==> src/rtl/sample_cacher_pkg.sv <==
`default_nettype none
// ============================================================================
//  Module      : sample_cacher_pkg
//  Description : Shared constants, state encoding and address helper for the
//                SRAM sample ring (writer: sample_cacher, reader: FFT loader).
//  Revision    : 1.0 - initial release
// ============================================================================
package sample_cacher_pkg;

    // Address map shared by writer and FFT loader
    localparam logic [2:0] c_REGION_PREFIX = 3'b111;
    localparam logic       c_CH_L          = 1'b0;
    localparam logic       c_CH_R          = 1'b1;
    localparam int         c_SRAM_AW       = 18;

    // Default geometry
    localparam int c_BW_BUF_DEF  = 13;
    localparam int c_BW_DATA_DEF = 16;

    // Writer FSM states
    typedef enum logic [1:0] {
        ST_IDLE = 2'd0,
        ST_WR_L = 2'd1,
        ST_WR_R = 2'd2
    } state_t;

    // Build the SRAM word address of a ring entry: {0, ch, 111, index}
    function automatic logic [c_SRAM_AW-1:0] make_addr(
        input logic                    ch,
        input logic [c_BW_BUF_DEF-1:0] idx
    );
        return {1'b0, ch, c_REGION_PREFIX, idx};
    endfunction

endpackage
`default_nettype wire

==> src/rtl/sample_hold_slot.sv <==
`default_nettype none
// ============================================================================
//  Module      : sample_hold_slot
//  Description : One-pair-deep holding register for stereo samples with a
//                full flag and a sticky overrun flag. A load in the same
//                cycle as a take is accepted (the slot is being drained).
//  Revision    : 1.0 - initial release
// ============================================================================
module sample_hold_slot #(
    parameter int BW_DATA = 16
) (
    input  logic               i_clk,
    input  logic               i_rst,
    input  logic               i_load,
    input  logic               i_take,
    input  logic               i_clear_overrun,
    input  logic [BW_DATA-1:0] i_l,
    input  logic [BW_DATA-1:0] i_r,
    output logic               o_full,
    output logic [BW_DATA-1:0] o_l,
    output logic [BW_DATA-1:0] o_r,
    output logic               o_overrun
);

    logic               r_full;
    logic [BW_DATA-1:0] r_l;
    logic [BW_DATA-1:0] r_r;
    logic               r_overrun;

    logic w_accept;
    logic w_drop;

    assign w_accept = i_load && (!r_full || i_take);
    assign w_drop   = i_load &&   r_full && !i_take;

    // Slot contents, occupancy and sticky overrun (set beats clear)
    always_ff @(posedge i_clk or posedge i_rst) begin
        if (i_rst) begin
            r_full    <= 1'b0;
            r_l       <= '0;
            r_r       <= '0;
            r_overrun <= 1'b0;
        end else begin
            if (w_accept) begin
                r_full <= 1'b1;
                r_l    <= i_l;
                r_r    <= i_r;
            end else if (i_take) begin
                r_full <= 1'b0;
            end
            if (w_drop) begin
                r_overrun <= 1'b1;
            end else if (i_clear_overrun) begin
                r_overrun <= 1'b0;
            end
        end
    end

    assign o_full    = r_full;
    assign o_l       = r_l;
    assign o_r       = r_r;
    assign o_overrun = r_overrun;

endmodule
`default_nettype wire

==> src/rtl/sample_cacher.sv <==
`default_nettype none
// ============================================================================
//  Module      : sample_cacher
//  Description : Writes stereo sample pairs into the SRAM ring (L then R)
//                through the shared arbiter and publishes the newest ring
//                index whose L and R words are both committed.
//  Revision    : 1.0 - initial release
// ============================================================================
module sample_cacher
    import sample_cacher_pkg::*;
#(
    parameter int BW_BUF  = c_BW_BUF_DEF,
    parameter int BW_DATA = c_BW_DATA_DEF
) (
    input  logic                 i_clk,
    input  logic                 i_rst,
    input  logic                 i_enable,
    input  logic                 i_sample_valid,
    input  logic [BW_DATA-1:0]   i_sample_l,
    input  logic [BW_DATA-1:0]   i_sample_r,
    input  logic                 i_clear_overrun,
    input  logic                 i_wr_grant,
    output logic                 o_wr_req,
    output logic [c_SRAM_AW-1:0] o_wr_address,
    output logic [BW_DATA-1:0]   o_wr_data,
    output logic [BW_BUF-1:0]    o_last_write_addr,
    output logic                 o_overrun,
    output logic                 o_busy
);

    // Registered state
    state_t               r_state;
    logic                 r_wr_req;
    logic [c_SRAM_AW-1:0] r_wr_addr;
    logic [BW_DATA-1:0]   r_wr_data;
    logic [BW_DATA-1:0]   r_pend_r;      // R word of the pair in flight
    logic [BW_BUF-1:0]    r_index;
    logic [BW_BUF-1:0]    r_last;

    // Next-state values
    state_t               w_state_nxt;
    logic                 w_wr_req_nxt;
    logic [c_SRAM_AW-1:0] w_wr_addr_nxt;
    logic [BW_DATA-1:0]   w_wr_data_nxt;
    logic [BW_DATA-1:0]   w_pend_r_nxt;
    logic [BW_BUF-1:0]    w_index_nxt;
    logic [BW_BUF-1:0]    w_last_nxt;

    logic                 w_take;
    logic                 w_full;
    logic [BW_DATA-1:0]   w_hold_l;
    logic [BW_DATA-1:0]   w_hold_r;
    logic [BW_BUF-1:0]    w_index_inc;

    assign w_index_inc = r_index + {{(BW_BUF-1){1'b0}}, 1'b1};

    sample_hold_slot #(
        .BW_DATA (BW_DATA)
    ) u_hold (
        .i_clk           (i_clk),
        .i_rst           (i_rst),
        .i_load          (i_sample_valid && i_enable),
        .i_take          (w_take),
        .i_clear_overrun (i_clear_overrun),
        .i_l             (i_sample_l),
        .i_r             (i_sample_r),
        .o_full          (w_full),
        .o_l             (w_hold_l),
        .o_r             (w_hold_r),
        .o_overrun       (o_overrun)
    );

    // State, request fields, ring index and published index
    always_ff @(posedge i_clk or posedge i_rst) begin
        if (i_rst) begin
            r_state   <= ST_IDLE;
            r_wr_req  <= 1'b0;
            r_wr_addr <= '0;
            r_wr_data <= '0;
            r_pend_r  <= '0;
            r_index   <= '0;
            r_last    <= '1;
        end else begin
            r_state   <= w_state_nxt;
            r_wr_req  <= w_wr_req_nxt;
            r_wr_addr <= w_wr_addr_nxt;
            r_wr_data <= w_wr_data_nxt;
            r_pend_r  <= w_pend_r_nxt;
            r_index   <= w_index_nxt;
            r_last    <= w_last_nxt;
        end
    end

    // Next state: request fields only move on a grant or when starting a pair
    always_comb begin
        w_state_nxt   = r_state;
        w_wr_req_nxt  = r_wr_req;
        w_wr_addr_nxt = r_wr_addr;
        w_wr_data_nxt = r_wr_data;
        w_pend_r_nxt  = r_pend_r;
        w_index_nxt   = r_index;
        w_last_nxt    = r_last;
        w_take        = 1'b0;
        case (r_state)
            ST_IDLE: begin
                if (w_full) begin
                    w_take        = 1'b1;
                    w_state_nxt   = ST_WR_L;
                    w_wr_req_nxt  = 1'b1;
                    w_wr_addr_nxt = make_addr(c_CH_L, r_index);
                    w_wr_data_nxt = w_hold_l;
                    w_pend_r_nxt  = w_hold_r;
                end
            end
            ST_WR_L: begin
                if (i_wr_grant) begin
                    w_state_nxt   = ST_WR_R;
                    w_wr_addr_nxt = make_addr(c_CH_R, r_index);
                    w_wr_data_nxt = r_pend_r;
                end
            end
            ST_WR_R: begin
                if (i_wr_grant) begin
                    // Pair fully committed: publish it and advance the ring
                    w_last_nxt  = r_index;
                    w_index_nxt = w_index_inc;
                    if (w_full) begin
                        w_take        = 1'b1;
                        w_state_nxt   = ST_WR_L;
                        w_wr_addr_nxt = make_addr(c_CH_L, w_index_inc);
                        w_wr_data_nxt = w_hold_l;
                        w_pend_r_nxt  = w_hold_r;
                    end else begin
                        w_state_nxt  = ST_IDLE;
                        w_wr_req_nxt = 1'b0;
                    end
                end
            end
            default: begin
                w_state_nxt  = ST_IDLE;
                w_wr_req_nxt = 1'b0;
            end
        endcase
    end

    assign o_wr_req          = r_wr_req;
    assign o_wr_address      = r_wr_addr;
    assign o_wr_data         = r_wr_data;
    assign o_last_write_addr = r_last;
    assign o_busy            = (r_state != ST_IDLE) || w_full;

endmodule
`default_nettype wire
==> config.mk <==
export PLATFORM = sky130hd
export DESIGN_NAME = sample_cacher
export DESIGN_NICKNAME = d
export VERILOG_FILES = /design/src/rtl/sample_cacher_pkg.sv /design/src/rtl/sample_hold_slot.sv /design/src/rtl/sample_cacher.sv
export SDC_FILE = /design/constraint.sdc
export NUM_CORES = 1
export LEC_CHECK = 0
export ABC_AREA = 1
export CAP_MARGIN = 0
export CELL_PAD_IN_SITES_DETAIL_PLACEMENT = 0
export CELL_PAD_IN_SITES_GLOBAL_PLACEMENT = 1
export CORE_MARGIN = 4
export CORE_UTILIZATION = 47
export DETAILED_ROUTE_END_ITERATION = 10
export DONT_BUFFER_PORTS = 1
export HOLD_SLACK_MARGIN = 0.15
export PLACE_DENSITY_LB_ADDON = 0.1
export SYNTH_ARGS = -nofsm -noshare
export SYNTH_HDL_FRONTEND = slang
export SYNTH_SLANG_ARGS = --single-unit
export TNS_END_PERCENT = 100
==> constraint.sdc <==
create_clock -name i_clk -period 4.21 [get_ports i_clk]
set_input_delay 0.6315 -clock i_clk [delete_from_list [all_inputs] [get_ports i_clk]]
set_output_delay 0.6315 -clock i_clk [all_outputs]
set_load 0.02 [all_outputs]
Yosys cells after proc, flatten, opt, wreduce, memory -nomap -nowiden
Index checks and enable logic that the tools add are counted.
{"block": "word_totals", "rom_bits": 0, "output_inout_bits": 50, "register_bits": 113, "memories": 0, "ramBits": 0, "latch_bits": 0}
{"block": "op_classes", "bitwise": 1, "add_sub_neg": 1, "n_mux": 28, "order_cmp": 0, "shift": 0, "reduce_logical": 20, "mul": 0, "div": 0, "n_eq_ne": 7}
{"cell": "$mux 16", "n": 5}
{"cell": "$mux 18", "n": 4}
{"cell": "$pmux 18 s3", "n": 1}
{"cell": "$pmux 16 s3", "n": 1}
{"cell": "$pmux 16 s2", "n": 1}
{"cell": "$add 13x1->13 const B", "n": 1}
{"cell": "$mux 1", "n": 10}
{"cell": "$reduce_bool 2->1", "n": 4}
{"cell": "$mux 2", "n": 3}
{"cell": "$ne 2x2->1 const B", "n": 3}
{"cell": "$pmux 2 s3", "n": 1}
{"cell": "$reduce_and 3->1", "n": 2}
{"cell": "$reduce_and 5->1", "n": 1}
{"cell": "$logic_and 1x1->1", "n": 4}
{"cell": "$ne 2x1->1 const B", "n": 2}
{"cell": "$reduce_and 2->1", "n": 2}
{"cell": "$reduce_and 4->1", "n": 1}
{"cell": "$pmux 1 s3", "n": 1}
{"cell": "$reduce_bool 3->1", "n": 1}
{"cell": "$eq 2x1->1 const B", "n": 1}
{"cell": "$eq 2x2->1 const B", "n": 1}
{"cell": "$logic_not 1->1", "n": 2}
{"cell": "$logic_not 2->1", "n": 1}
{"cell": "$logic_or 1x1->1", "n": 2}
{"cell": "other kinds (2)", "n": 2}

Logic depth before layout (Yosys ltp)
Gate-level depths: netlist of run 1.
{"block": "depth", "depth_word": 6, "ltp_mapped": 9, "ltp_nobuf": 7}

Cells and area by module
A second synthesis of run 1 with hierarchy kept.
{"block": "unflattened", "cells_unflattened": 547, "area_unflattened_um2": 5051.1}
{"mod": "sample_cacher", "seq_area_each_um2": 1918.1, "n_inst": 1, "cells_each": 399, "area_per_inst_um2": 3642.2}
{"mod": "sample_hold_slot", "seq_area_each_um2": 850.8, "n_inst": 1, "cells_each": 148, "area_per_inst_um2": 1408.9}

Least setup slack after synthesis of run 1
No wires, ideal clock.
{"block": "synth_path", "kind": "reg2reg", "startpoint": "reg r_state[0]", "endpoint": "reg r_wr_addr[8], in the netlist o_wr_address[8]", "t_arrival_ns": 1.505, "path_stages_with_launch": 8, "n_path_buf": 1, "slack_ns": 2.581, "cell_sequence": "dfrtp_1 -> inv_1 -> ha_1 -> nand2_1 -> nand4_4 -> buf_4 -> a21oi_1 -> a21oi_1"}
{"block": "synth_via", "elab_chain_cells": 3}
{"element": "from (decl)", "line": "sample_cacher.sv:32", "text": "state_t r_state;"}
{"element": "from (signal assigned)", "line": "sample_cacher.sv:84", "text": "r_state <= w_state_nxt;"}
{"element": "$eq 2x2->1 (tied with other cells)", "line": "sample_cacher.sv:104", "text": "case (r_state)"}
{"element": "$ne 2x1->1 (no line) (tied with other cells)"}
{"element": "$reduce_and 5->1 (no line)"}
{"element": "to (signal assigned)", "line": "sample_cacher.sv:86", "text": "r_wr_addr <= w_wr_addr_nxt;"}
{"element": "to (decl)", "line": "sample_cacher.sv:34", "text": "logic [c_SRAM_AW-1:0] r_wr_addr;"}
Several ways; a longest one is shown, not always the timed one.
A chain may end at the register's enable or synchronous reset.

Worst setup path after layout of run 1
{"block": "layout_path", "startpoint": "reg r_state[0]", "endpoint": "reg u_hold.r_r[13], in the netlist u_hold.o_r[13]"}
{"block": "layout_via", "elab_chain_cells": 4}
{"element": "$eq 2x2->1 / $logic_not 2->1 (equally long branches)", "line": "sample_cacher.sv:104"}
{"element": "$pmux 1 s2 (*)", "line": "sample_cacher.sv:104"}
{"element": "$logic_or 1x1->1 (*)", "line": "sample_hold_slot.sv:33", "text": "assign w_accept = i_load && (!r_full || i_take);"}
{"element": "$logic_and 1x1->1 (*)", "line": "sample_hold_slot.sv:33"}
{"element": "to (signal assigned)", "line": "sample_hold_slot.sv:47", "text": "r_r <= i_r;"}
{"element": "to (decl)", "line": "sample_hold_slot.sv:27", "text": "logic [BW_DATA-1:0] r_r;"}
Mark *: on every way between the ends. The rest lies on a longest branch, timed or not.

==> results of run 1 <==
## power by group through the flow
| stage | clock (mW) | combinational (mW) | sequential [mW] |
|---|---|---|---|
| 3_3_place_gp | 0 | 1.47 | 2.12 |
| 3_5_place_dp | 0 | 1.50 | 2.13 |
| 4_1_cts | 0.670 | 1.51 | 2.11 |
| 5_1_grt | 0.719 | 1.77 | 2.16 |
| 6_report | 0.645 | 1.49 | 2.10 |
| 2_1_floorplan | 0 | 1.27 | 2.04 |
## registers in the layout (all words and copies together), names as in the netlist
signal and flops:
r_index 13, u_hold.o_overrun 1, o_wr_data 16, u_hold.o_l 16, u_hold.o_r 16, o_wr_address 15, o_wr_req 1, o_last_write_addr 13
u_hold.o_full 1, r_state 2, r_pend_r 16
## worst max-delay path, delay by kind of cell, from the launching register on
family	cells	cell delay, ns
buf+inv	1	0.15
simple gates	4	1.54
compound gates	1	0.04
flops	1	0.44
fa+ha+maj	1	0.33
## cell usage after synthesis
master	number	area, um^2
nand2_1	152	571
dfrtp_1	97	2430
inv_1	76	285
o21ai_0	62	310
nor2_1	43	161
a21oi_1	26	130
nand3_1	24	120
dfstp_2	13	342
buf_4	10	75.1
o21ai_1	10	50.1
a21oi_2	9	78.8
clkbuf_1	6	22.5
ha_1	6	75.1
o21ai_2	6	52.6
buf_2	5	25.0
buf_6	5	56.3
nand4_1	5	31.3
nor2_2	5	31.3
o22ai_1	3	18.8
xor2_1	3	26.3
nand2_2	2	12.5
clkbuf_2	1	5.00
clkinv_1	1	3.75
conb_1	1	3.75
inv_2	1	3.75
nand3_4	1	17.5
nand4_4	1	21.3
nor3_1	1	5.00
o211a_1	1	10.0
o211ai_1	1	7.51
o31ai_2	1	12.5
or2_2	1	6.26
xnor2_1	1	8.76
## kinds of logic (layout without fill, tap and decap cells)
logic type	count (synthesis)	count (layout)	synth area share
simple gates	235	235	0.195
compound gates	119	119	0.134
flops	110	110	0.553
buf+inv	105	95	0.0952
fa+ha+maj	6	6	0.0150
xor+xnor	4	4	0.00700
other cells	1	1	0.000749
## metal layers
metal	track usage	routed length, um	vias up
met5	0	0	-
met4	0.0754	208	0
met3	0.0426	676	14
met2	0.246	4380	80
met1	0.283	5350	1629
li1	-	-	1793
## final cells by class
class	count	area, um^2
Clock buffer	10	138
Clock inverter	5	60.1
Fill cell	1026	5160
Inverter	78	295
Multi-Input combinational cell	365	1760
Sequential cell	110	2770
Tap cell	136	170
Timing Repair Buffer	2	15.0
## final timing paths
kind / from / end / slack, ns / cells after the start
hold / removal: i_clear_overrun / u_hold.o_overrun / 0.35 / 1
setup / recovery: r_state[0] / u_hold.o_r[13] / 1.55 / 7
max in group asynchronous: i_rst / r_pend_r[3] / 2.93 / 2
min in group asynchronous: i_rst / o_wr_address[1] / 0.36 / 1
hold reg to reg: r_pend_r[4] / r_pend_r[4] / 0.50 / 2
setup reg to reg: r_state[0] / u_hold.o_r[13] / 1.55 / 7
==> impl_metrics.tcl, run 1 <==
set metrics [dict create \
    clk_latency_ns 0.38 \
    slew_violations 0 \
    p_sw_mw 1.90 \
    port_buffers 0 \
    layout_min_cycle_time_ns 2.66 \
    p_per_area_nw_per_um2 814 \
    clockRootBuffer "clkbuf_8" \
    grt_pass1_vias 3419 \
    layout_commonest_cell "nand2_1" \
    nets 610 \
    max_slew_margin 0.262 \
    ys_ff_latch 110 \
    layout.cells.non_filler 706 \
    synth_cell_types 33 \
    criticalPathCategory "flip-flop to flip-flop" \
    cp.arrival_ns 2.90 \
    cts_max_level 3 \
    dr_total_vias 3516 \
    slowest_stage "nand3_4" \
    setup_viol 0 \
    avgSynthCellArea_um2 8.63 \
    maxCapViolCount 0 \
    rsz0062_at_grt "false" \
    netlist_area_um2 5010 \
    vdd_ir_drop_max_uv 462 \
    grt_max_degree 89 \
    power_leakage_nw 2.53 \
    final_cell_mix "nand2_1, dfrtp_1, inv_1, o21ai_0, nor2_1" \
    place_inst 691 \
    grt_overflow_total 0 \
    dieArea_um2 12400 \
    crit_required_ns 4.45 \
    worst_slack_ns 1.55 \
    hp-class "primary input to flip-flop" \
    detail_route.first_pass.iterations 5 \
    grt_usage 0.184 \
    synthCells 580 \
    comb_power_share 0.352 \
    ctsResizeCount 0 \
    fin_crit_sh 0.631 \
    dp_hpwl_um 7270 \
    cts.clk_slew.worst_paths_ns 0.10 \
    clkSinkCount 110 \
    start_util 0.483 \
    ant_nets 0 \
    drc 0 \
    wl_per_cell_um 15.0 \
    cts_tree "done" \
    syn_nets 624 \
    num_rows 37 \
    via_per_inst 4.98 \
    total_power_mw 4.24 \
    drive_gt1_frac 0.102 \
    fin_worst_skew_ns 0.0104 \
    fmaxAchievable_ghz 0.376 \
    worst_slew_pin_slew_ns 1.11 \
    critPathLaunchType "flip-flop" \
    diodes 0 \
    power.internal_mw 2.34 \
    stdcell_area_um2 5210 \
    cp_max_fo 64 \
    status "finished, final reports clean" \
    hold_violations 0 \
    holdWs_ns 0.347 \
    crit_chain "inv_1 -> ha_1 -> nand2_2 -> nand2_2 -> nand3_4 -> nor2_1 -> a21oi_2" \
    ioPinCount 88 \
    final_core_util 0.502 \
    swShare 0.449 \
    crit_path_end_kind "flip-flop" \
    placed_cell_area_um2 5010 \
    place_worst_setup_slack_ns 1.57 \
    postCtsSetupRepairBufs 0 \
    cpPeakStageDelay_ns 0.57 \
    routed_wl_um 10600 \
    fin_setup_tns_ns 0 \
    yosysWarnings 0 \
    gp_congestion 0.784 \
    die_y_um 111 \
    clockPowerShare 0.152 \
    power_frac_seq 0.496 \
    areaGrowthSynthToFinish_pct 4.02 \
    cts_buffers 9 \
    drtIter0Drc 210 \
    antenna_found_initial 0 \
    ctsHoldBuffers 0 \
    clockBufferDepth 2 \
    grt_pass1_wl_um 18200 \
    cpMostUsedCell "nand2_2" \
    core_area_um2 10400 \
    fp.dieW_um 111 \
    yosysSeqAreaShare 0.553 \
]
(Power assumes the default switching activity.)
==> run 2: changes to the inputs <==
- ABC_AREA: 1 -> 0
- CORE_UTILIZATION: 47 -> 50
- clock period: 4.21 -> 2.7 ns (I/O delays scaled with it)
==> impl_metrics.tcl, run 2 <==
set metrics [dict create \
    p_per_area_nw_per_um2 1110 \
    drc 0 \
    vdd_ir_drop_max_uv 461 \
    antenna_found_initial 0 \
    clockBufferDepth 2 \
    fin_worst_skew_ns 0.0157 \
    drtIter0Drc 58 \
    dr_total_vias 2810 \
    layout_min_cycle_time_ns 2.13 \
    cpPeakStageDelay_ns 0.59 \
    synthSimpleGateAreaFrac 0.0983 \
    r2r_start "r_state[0]" \
    hold_violations 0 \
    slew_violations 0 \
    dp_hpwl_um 6270 \
    synthTopCellsByCount "dfrtp_1, mux2_2, nand2_1" \
    cts_tree "done" \
    cts_buffers 9 \
    drive_gt1_frac 0.287 \
    async_flop_share 1.00 \
    crit_path_start "r_state[0]" \
    power_leakage_nw 2.23 \
    synth-edff-count 0 \
    place_inst 499 \
    areaGrowthSynthToFinish_pct 8.06 \
    hp-class "primary input to flip-flop" \
    cts.clk_slew.worst_paths_ns 0.10 \
    synth_top_area_frac 0.506 \
    worst_slew_pin_slew_ns 0.571 \
    layout_commonest_cell "dfrtp_1" \
    clk_latency_ns 0.36 \
    die_y_um 106 \
    setup_viol 0 \
    fin_setup_tns_ns 0 \
    ys_ff_latch 110 \
    wl_per_cell_um 17.4 \
    synth_cell_types 42 \
    yosysWarnings 0 \
    fp.dieW_um 106 \
    netlist_area_um2 4800 \
    yosysMostFrequentCell "dfrtp_1" \
    gp_congestion 0.746 \
    via_per_inst 5.44 \
    start_util 0.517 \
    placed_cell_area_um2 4960 \
    clkSinkCount 110 \
    r2r_cells 5 \
    synth_flop_cell "dfrtp_1" \
    cts_max_level 3 \
    cp_num_buf_inv 1 \
    grt_max_degree 56 \
    netlist_top_cells_area "dfrtp_1, mux2_2, dfstp_2" \
    stdcell_area_um2 5190 \
    detail_route.first_pass.iterations 4 \
    clockRootBuffer "clkbuf_8" \
    grt_pass1_wl_um 14900 \
    syn_nets 429 \
    max_slew_margin 0.619 \
    status "finished, final reports clean" \
    path_delay_family "simple AND/OR/NAND/NOR gates" \
    grt_overflow_total 0 \
    slowest_stage "or4_1" \
    synth_top_family_by_area "multiplexers" \
    ant_nets 0 \
    regToRegSetupSlack_ns 0.57 \
    nets 427 \
    cp-endpoint "o_wr_address[11]" \
    cp_max_fo 16 \
    layout.cells.non_filler 517 \
    fmaxAchievable_ghz 0.470 \
    maxCapViolCount 0 \
    crit_required_ns 2.97 \
    criticalPathCategory "flip-flop to flip-flop" \
    synth.area.mux_share 0.186 \
    synth_xor_area_frac 0.0219 \
    grt_pass1_vias 2829 \
    routed_wl_um 9000 \
    r2r-end "o_wr_address[11]" \
    cp.depth 5 \
    avgSynthCellArea_um2 12.5 \
    crit_chain "inv_1 -> ha_1 -> nand2_1 -> or4_1 -> a31oi_1" \
    grt_usage 0.167 \
    cp.arrival_ns 2.40 \
    ioPinCount 88 \
    synthCells 385 \
    synth_top_area_cell "dfrtp_1" \
    yosysSeqAreaShare 0.577 \
    critPathLaunchType "flip-flop" \
    core_area_um2 9280 \
    rsz0062_at_grt "false" \
    port_buffers 0 \
    crit_path_end_kind "flip-flop" \
    fin_crit_sh 0.787 \
    num_rows 35 \
    yosys.area_share.adder 0.0156 \
    dieArea_um2 11200 \
    synth-compound-area-share 0.0699 \
    final_cell_mix "dfrtp_1, mux2_2, nand2_1, nor2_1, o21ai_0" \
]
## run 2: cell count changes after synthesis, sizes merged, moves of 10 or more
| cell | delta |
|---|---|
| o21ai | -55 |
| mux2i | +17 |
| mux2 | +64 |
| nor2 | -26 |
| a21oi | -26 |
| nand2 | -126 |
| inv | -71 |
| a31oi | +10 |
| nand3 | -21 |
## run 2: what timing repair did
item,CTS,global route
hold buffers,2,0
endpoints found under the hold margin,25,0
resized for setup,0,0
setup buffers,0,0
## run 2: power by group
part / internal (mW) / total, mW / switching [mW]
clock network: 0.461 / 1.01 / 0.552
logic: 0.827 / 1.75 / 0.928
registers: 2.26 / 2.98 / 0.719
total: 3.55 / 5.75 / 2.20
## run 2: area by class of cell
type,count,area (um^2)
tap,129,161
inverter,6,26.3
sequential,110,2770
clock inverter,5,66.3
fill,813,4100
antenna,1,2.50
timing repair buffer,13,128
clock buffer,10,138
multi-input combinational,243,1900
## run 2: worst min path at each step
| stage | startpoint | endpoint | cells past startpoint |
|---|---|---|---|
| CTS | i_sample_r[6] | u_hold.o_r[6] | 1 |
| finish | i_sample_r[6] | u_hold.o_r[6] | 1 |
| global placement | i_rst | o_wr_data[8] | 1 |
| detailed placement | i_rst | o_wr_data[4] | 1 |
| floorplan | u_hold.o_r[6] | u_hold.o_r[6] | 1 |
| global route | i_sample_l[11] | u_hold.o_l[11] | 1 |
## run 2: per-layer routing
layer | up-vias | GRT usage | wire length [um]
met3 | 9 | 0.0613 | 492
met4 | 0 | 0.0407 | 84
met1 | 1387 | 0.209 | 3990
li1 | 1354 | - | -
met5 | - | 0 | 0
met2 | 60 | 0.279 | 4430
## run 2: cell families (layout without fill, tap and decap cells)
logic type / Yosys count / after routing
flops: 110 / 110
simple gates: 90 / 90
mux: 81 / 81
compound gates: 53 / 53
buf+inv: 32 / 34
xor+xnor: 12 / 12
fa+ha+maj: 6 / 6
other cells: 1 / 2
## run 2: per-stage QoR
stage | setup WS (ns) | total power, mW | hold slack, ns | utilization
after floorplan | 0.617 | 4.32 | 0.454 | -
after global placement | 0.641 | 4.74 | 0.354 | 0.534
after detailed placement | 0.567 | 4.82 | 0.366 | 0.534
after CTS | 0.547 | 5.85 | 0.155 | 0.558
after global routing | 0.345 | 6.18 | 0.152 | 0.558
final | 0.574 | 5.75 | 0.174 | 0.559
==> run 3: changes to the inputs <==
- clock period: 2.7 -> 2 ns (I/O delays scaled with it)
==> impl_metrics.tcl, run 3 (synthesized netlist as in run 2, its figures left out) <==
set metrics [dict create \
    status "finished, final reports clean" \
    criticalPathCategory "flip-flop to output port" \
    nets 474 \
    layout_commonest_cell "dfrtp_1" \
    critPathLaunchType "flip-flop" \
    worst_slack_ns 0.127 \
    fp.dieW_um 106 \
    vdd_ir_drop_max_uv 621 \
    final_core_util 0.613 \
    fin_crit_sh 0.937 \
    clk_latency_ns 0.36 \
    total_power_mw 8.26 \
    p_per_area_nw_per_um2 1450 \
    cp_max_fo 5 \
    place_worst_setup_slack_ns 0.0257 \
    dr_total_vias 3013 \
    ioPinCount 88 \
    r2r_start "r_state[1]" \
    grt_pass1_wl_um 16100 \
    areaGrowthSynthToFinish_pct 18.6 \
    fmaxAchievable_ghz 0.534 \
    wl_per_cell_um 17.2 \
    dieArea_um2 11200 \
    drc 0 \
    cp.arrival_ns 1.57 \
    slew_violations 0 \
    via_per_inst 5.34 \
    min-delay-start "i_sample_valid" \
    layout.cells.non_filler 564 \
    regToRegSetupSlack_ns 0.13 \
    fin_worst_skew_ns 0.0109 \
    dp_hpwl_um 6310 \
    layout_min_cycle_time_ns 1.87 \
    die_y_um 106 \
    cts_max_level 3 \
    crit_required_ns 1.70 \
    core_area_um2 9280 \
    setup_viol 0 \
    max_slew_margin 0.624 \
    grt_max_degree 111 \
    crit_path_end_kind "output port" \
    drtIter0Drc 82 \
    start_util 0.517 \
    cts_buffers 9 \
    worst_slew_pin_slew_ns 0.564 \
    crit_path_start "r_state[1]" \
    maxCapViolCount 0 \
    rsz0062_at_grt "true" \
    power_leakage_nw 2.45 \
    clockBufferDepth 2 \
    diodes 0 \
    fin_setup_tns_ns 0 \
    antenna_found_initial 0 \
    cts_tree "done" \
    hp-class "primary input to flip-flop" \
    fillers 764 \
    detail_route.first_pass.iterations 4 \
    hold_violations 0 \
    grt_usage 0.181 \
    grt_pass1_vias 3153 \
    routed_wl_um 9680 \
    gp_congestion 0.772 \
    ant_nets 0 \
    drive_gt1_frac 0.297 \
    clkSinkCount 110 \
    port_buffers 0 \
    cts.clk_slew.worst_paths_ns 0.11 \
    place_inst 509 \
    grt_overflow_total 0 \
    final_cell_mix "dfrtp_1, mux2_2, dlygate4sd3_1, nand2_1" \
    clockRootBuffer "clkbuf_8" \
    num_rows 35 \
]
-- run 3: layout make-up --
cell class / instances / area, um^2 / share of cell area
Clock buffer: 10 / 138 / 0.0242
Clock inverter: 6 / 77.6 / 0.0136
Tap cell: 129 / 161 / 0.0284
Multi-Input combinational cell: 243 / 1920 / 0.336
Timing Repair Buffer: 60 / 606 / 0.106
Sequential cell: 110 / 2770 / 0.486
Inverter: 6 / 26.3 / 0.00462
-- run 3: worst max-delay path: stages, from the launching register on --
cell     delay, ns
dfrtp_1       0.44
inv_1         0.12
ha_2          0.23
nor2b_4       0.20
inv_1         0.08
buf_4         0.16
-- run 3: path summary, 6_finish.rpt --
path | end | cells after the start
hold reg to reg | u_hold.o_r[6] | 1
setup reg to reg | u_hold.o_l[3] | 6
min in group asynchronous | r_index[2] | 3
max in group asynchronous | u_hold.o_l[3] | 3
setup / recovery | o_busy | 5
hold / removal | u_hold.o_overrun | 2
-- run 3: power by group --
group | leakage, nW | switching, mW | internal, mW | total (mW)
clock network | 0.107 | 0.773 | 0.636 | 1.41
registers | 1.32 | 0.920 | 3.05 | 3.97
logic | 1.03 | 1.45 | 1.44 | 2.88
-- run 3: per-layer routing --
layer / track usage / wire length, um / vias to the layer above
li1: - / - / 1444
met1: 0.221 / 4100 / 1506
met2: 0.313 / 5030 / 55
met3: 0.0486 / 458 / 8
met4: 0.0537 / 95 / 0
met5: 0 / 0 / -
-- run 3: metrics by stage --
stage	instance area [um^2]	hold slack [ns]
6_report	5690	0.181
5_1_grt	5690	0.172
4_1_cts	5660	0.152
3_5_place_dp	5070	0.399
3_3_place_gp	5070	0.391
2_1_floorplan	4810	0.409
-- run 3: timing repair --
item,in CTS,in global routing
pin swaps,0,1
setup buffers,0,2
endpoints found under the setup margin,1,48
endpoints found under the hold margin,132,0
resized for setup,1,5
hold buffers,37,0
